## src/rtl/prog_loader.sv

```systemverilog
// Byte-stream program loader: parses base/count/words/checksum and writes
// little-endian words to memory, holding the core in reset until a good load.
module prog_loader #(
  parameter int unsigned MEM_BYTES = 1024
) (
  input  logic        i_clk,
  input  logic        i_rst,
  input  logic        i_vld,
  input  logic [7:0]  i_data,
  output logic        o_rdy,
  output logic        o_mem_we,
  output logic [31:0] o_mem_addr,
  output logic [31:0] o_mem_wdata,
  output logic        o_core_rst_n,
  output logic        o_done,
  output logic        o_err
);

  localparam logic [2:0] S_ADDR  = 3'd0;
  localparam logic [2:0] S_CNT   = 3'd1;
  localparam logic [2:0] S_DATA  = 3'd2;
  localparam logic [2:0] S_WRITE = 3'd3;
  localparam logic [2:0] S_CSUM  = 3'd4;
  localparam logic [2:0] S_DONE  = 3'd5;
  localparam logic [2:0] S_ERR   = 3'd6;

  logic [2:0]  r_state;
  logic        r_live;
  logic [1:0]  r_bcnt;
  logic [31:0] r_waddr;
  logic [31:0] r_wdata;
  logic [15:0] r_cnt;
  logic [7:0]  r_csum;

  logic        w_rdy_state;
  logic        w_acc;
  logic [15:0] w_n;
  logic [32:0] w_end;

  // r_live keeps o_rdy low until the first clock edge after reset releases
  assign w_rdy_state = (r_state == S_ADDR) || (r_state == S_CNT) ||
                       (r_state == S_DATA) || (r_state == S_CSUM);
  assign o_rdy       = r_live & w_rdy_state;
  assign w_acc       = i_vld & o_rdy;
  assign w_n         = {i_data, r_cnt[7:0]};
  assign w_end       = {1'b0, r_waddr} + {15'd0, w_n, 2'b00};

  assign o_mem_we     = (r_state == S_WRITE);
  assign o_mem_addr   = r_waddr;
  assign o_mem_wdata  = r_wdata;
  assign o_done       = (r_state == S_DONE);
  assign o_err        = (r_state == S_ERR);
  assign o_core_rst_n = (r_state == S_DONE);

  always_ff @(posedge i_clk or posedge i_rst) begin
    if (i_rst) begin
      r_state <= S_ADDR;
      r_live  <= 1'b0;
      r_bcnt  <= '0;
      r_waddr <= '0;
      r_wdata <= '0;
      r_cnt   <= '0;
      r_csum  <= '0;
    end else begin
      r_live <= 1'b1;
      case (r_state)
        S_ADDR: if (w_acc) begin
          r_waddr[{r_bcnt, 3'b000} +: 8] <= i_data;
          r_csum <= r_csum ^ i_data;
          r_bcnt <= r_bcnt + 2'd1;
          // byte 0 is already held, so its low bits decide alignment
          if (r_bcnt == 2'd3)
            r_state <= (r_waddr[1:0] != 2'b00) ? S_ERR : S_CNT;
        end
        S_CNT: if (w_acc) begin
          r_cnt[{r_bcnt[0], 3'b000} +: 8] <= i_data;
          r_csum <= r_csum ^ i_data;
          if (r_bcnt[0]) begin
            r_bcnt <= '0;
            if (w_end > 33'(MEM_BYTES))
              r_state <= S_ERR;
            else if (w_n == 16'd0)
              r_state <= S_CSUM;
            else
              r_state <= S_DATA;
          end else begin
            r_bcnt <= 2'd1;
          end
        end
        S_DATA: if (w_acc) begin
          r_wdata[{r_bcnt, 3'b000} +: 8] <= i_data;
          r_csum <= r_csum ^ i_data;
          r_bcnt <= r_bcnt + 2'd1;
          if (r_bcnt == 2'd3)
            r_state <= S_WRITE;
        end
        S_WRITE: begin
          // address advances on leaving WRITE so it is stable during the strobe
          r_waddr <= r_waddr + 32'd4;
          r_cnt   <= r_cnt - 16'd1;
          r_state <= (r_cnt == 16'd1) ? S_CSUM : S_DATA;
        end
        S_CSUM: if (w_acc) begin
          r_state <= (i_data == r_csum) ? S_DONE : S_ERR;
        end
        S_DONE:  r_state <= S_DONE;
        S_ERR:   r_state <= S_ERR;
        default: r_state <= S_ERR;
      endcase
    end
  end

endmodule

```

## config.mk

```make
export PLATFORM = sky130hd
export DESIGN_NAME = prog_loader
export DESIGN_NICKNAME = d
export VERILOG_FILES = /design/src/rtl/prog_loader.sv
export SDC_FILE = /design/constraint.sdc
export NUM_CORES = 1
export LEC_CHECK = 0
export ABC_AREA = 0
export CAP_MARGIN = 20
export CORE_ASPECT_RATIO = 0.7
export CORE_UTILIZATION = 49
export DETAILED_ROUTE_END_ITERATION = 10
export GPL_TIMING_DRIVEN = 0
export PLACE_DENSITY = 0.72
export SLEW_MARGIN = 0
export SYNTH_ARGS = -nofsm -noshare
export SYNTH_HDL_FRONTEND = slang
export SYNTH_SLANG_ARGS = --single-unit
```

## constraint.sdc

```tcl
create_clock -name i_clk -period 3.4 [get_ports i_clk]
set_clock_uncertainty 0.1 [all_clocks]
set_input_delay 0.51 -clock i_clk [delete_from_list [all_inputs] [get_ports i_clk]]
set_output_delay 0.51 -clock i_clk [all_outputs]
set_load 0.02 [all_outputs]
```

==> flow_metrics.tcl <==
set metrics [dict create \
    status "finished, final reports clean" \
    timing.fmax_ghz 0.296 \
    hold_violations 0 \
    h-tree-depth 3 \
    crit_type "in2reg" \
    synth.largest_area_cell "dfrtp_1" \
    die-area_um2 13400 \
    whs_path_depth 2 \
    async_reset_ff_share_pct 100 \
    ir_drop_uv 684 \
    fin_hold_ws_ns 0.382 \
    setup_tns_ns 0 \
    ant_nets 0 \
    route.met3.wl_mm 2.28 \
    area_growth_pct 25.9 \
    cts_tree "yes" \
    worstPathRequired_ns 3.52 \
    layout.cells.non_filler 1048 \
    fin_util_pct 63.8 \
    grt_max_degree 49 \
    antenna_found_initial 0 \
    diodes 0 \
    cts.sinks 94 \
    wl_per_cell_um 21.2 \
    numCtsBuffers 9 \
    wl_met1_mm 10.3 \
    r2r_cells 11 \
    finalCritPeriodShare_pct 99.5 \
    synth_nets 819 \
    switching_share_pct 49.0 \
    power_leakage_nw 3.07 \
    clkTransAtPathRegs_ns 0.07 \
    min_period_ns 3.38 \
    synth_edf_count 0 \
    place_hpwl_mm 15.9 \
    syn_inst 784 \
    track_usage_pct 34.0 \
    wl_met2_mm 9.17 \
    drtIter0Drc 812 \
    insertion_delay_ns 0.35 \
    relSlewSlack_pct 40.5 \
    synth_common_cells "114 x nand2_1, 94 x dfrtp_1, 78 x o21ai_0" \
    crit_path_end_kind "flip-flop" \
    rsz0062_at_grt "yes" \
    drc 0 \
    synth_area_um2 6340 \
    nNetsFinal 916 \
    grt_pass1_vias 6216 \
    place_congestion 0.937 \
    ys_warn_count 0 \
    worstMarginPinSlew_ns 0.892 \
    dp.cells 1026 \
    drv_cap 0 \
    fin_ws_ns 0.0181 \
    synthFlopType "dfrtp_1" \
    yosysSeqAreaShare_pct 37.1 \
    power_frac_clock_pct 13.7 \
    pin_count 80 \
    routed_wl_mm 22.2 \
    p_seq_share_pct 27.6 \
    start_util_pct 50.7 \
    path_max_fanout 9 \
    syn_area_per_cell_um2 8.09 \
    dr.pass1.iters 5 \
    report.final.slew_viol_count 0 \
    root_buffer "clkbuf_16" \
    grt_overflow 0 \
    grt_pass1_wl_mm 34.7 \
    cts_buffer_depth 2 \
    intPower_mw 3.70 \
    ys_types 68 \
    vias 6744 \
    final_layout_size_suffix_gt1_share_pct 11.9 \
    via_per_inst 6.44 \
    switchingPower_mw 3.55 \
    cp.arrival_ns 3.50 \
    die_h_um 97.2 \
    power_density_nw_per_um2 909 \
    synth_area_leaders "dfrtp_1 37%, nand2_1 6.7%, o21ai_0 6.2%, a21oi_1 5.2%, ha_1 4.5%" \
    topRoutingLayerUsed "met4" \
    yosysTopAreaCellShare_pct 37.1 \
    core_um2 12500 \
    start_kind "primary input" \
    ys_ff_latch 94 \
    hp-class "reg2reg" \
    post-place-ws_ns -0.752 \
    num_rows 34 \
    combinationalPowerShare_pct 58.7 \
    port_buffers 79 \
    yosysMostFrequentCell "nand2_1" \
    setup_viol 0 \
    die_x_um 138 \
    fillers 1122 \
]
sequential cells by signal (all words and copies together) (netlist names):
register	flops
o_mem_addr	32
o_mem_wdata	32
r_bcnt	2
r_cnt	16
r_csum	8
r_live	1
r_state	3
routing by layer:
| layer | global-route usage [%] | vias to the layer above |
|---|---|---|
| met4 | 7.44 | 0 |
| met3 | 7.20 | 41 |
| met5 | 0 | - |
| met1 | 54.6 | 3239 |
| met2 | 45.7 | 370 |
| li1 | - | 3094 |
cells in the final DEF, fill, tap and decap left out, types with 5 or more instances in the layout:
cell type | Yosys | routed
o31ai_1 | 12 | 12
nand2_1 | 114 | 114
and4_1 | 5 | 5
a21oi_1 | 66 | 61
o211ai_1 | 7 | 7
a32oi_1 | 7 | 7
ha_1 | 23 | 13
and3_1 | 14 | 14
dfrtp_2 | 0 | 6
buf_4 | 3 | 15
o21ai_0 | 78 | 74
a31o_2 | 5 | 5
nor2b_1 | 6 | 6
a31oi_1 | 15 | 15
clkbuf_1 | 30 | 23
a21o_1 | 9 | 9
nor2_1 | 58 | 54
clkdlybuf4s50_1 | 0 | 77
clkbuf_16 | 0 | 9
a211oi_1 | 9 | 9
nor3_1 | 24 | 22
nor4_1 | 10 | 8
o22ai_1 | 5 | 5
a22oi_1 | 7 | 7
nand3_1 | 29 | 26
xnor2_1 | 21 | 21
o21a_1 | 6 | 5
inv_1 | 22 | 21
nand4_1 | 19 | 19
dfrtp_1 | 94 | 88
ha_2 | 0 | 6
power by group through the flow:
stage	Sequential [mW]	Clock [mW]	Combinational, mW
floorplan	2.12	0	2.27
global placement	1.98	0	3.69
detailed placement	2.00	0	3.77
CTS	1.98	1.00	3.85
global route	2.05	1.05	4.63
finish	2.00	0.992	4.26
area by class of cell:
class	count	area [um^2]	share of cell area, %
Clock inverter	6	51.3	0.643
Clock buffer	10	239	2.99
Sequential cell	94	2360	29.6
Buffer	41	206	2.59
Timing Repair Buffer	92	913	11.4
Tap cell	162	203	2.54
Multi-Input combinational cell	620	3920	49.1
Inverter	23	92.6	1.16
kinds of logic (layout without fill, tap and decap cells):
family / count (synthesis) / count (layout) / share of synthesized area, %
AND/OR/NAND/NOR: 304 / 304 / 23.0
AO/OA/AOI/OAI: 263 / 263 / 26.2
flip-flops: 94 / 94 / 37.1
buffers and inverters: 70 / 172 / 4.89
adder cells (fa/ha/maj): 24 / 24 / 4.86
XOR/XNOR: 24 / 24 / 3.32
multiplexers: 4 / 4 / 0.632
other: 1 / 1 / 0.0591
worst max-delay path, stage by stage:
cell and delay, ns:
clkdlybuf4s50_1 0.51, ha_2 0.36, nand4_1 0.24, a211oi_1 0.11, o32ai_1 0.28, nand4_1 0.11
and4bb_1 0.31, nand4_1 0.15, a2111o_1 0.36, nor4_4 0.41, a41oi_2 0.16
timing repair:
action	4_1_cts	5_1_grt
buffers inserted	2	10
hold buffers	0	0
endpoints found under the setup margin	8	26
resized for setup	14	54
pin swaps	2	14
final timing paths:
kind                                start         endpoint  slack, ns
setup / recovery                i_data[5]       r_state[2]       0.02
hold / removal             o_mem_wdata[6]   o_mem_wdata[6]       0.38
setup reg to reg            o_mem_addr[2]       r_state[2]       0.02
hold reg to reg            o_mem_wdata[6]   o_mem_wdata[6]       0.38
max in group asynchronous           i_rst    o_mem_addr[8]       2.04
min in group asynchronous           i_rst  o_mem_wdata[22]       0.49
through the flow:
stage / area, um^2 / power, mW
floorplan: 6340 / 4.39
global placement: 7330 / 5.67
detailed placement: 7360 / 5.77
CTS: 7710 / 6.83
global route: 7980 / 7.73
finish: 7980 / 7.25
(Power assumes the default switching activity.)
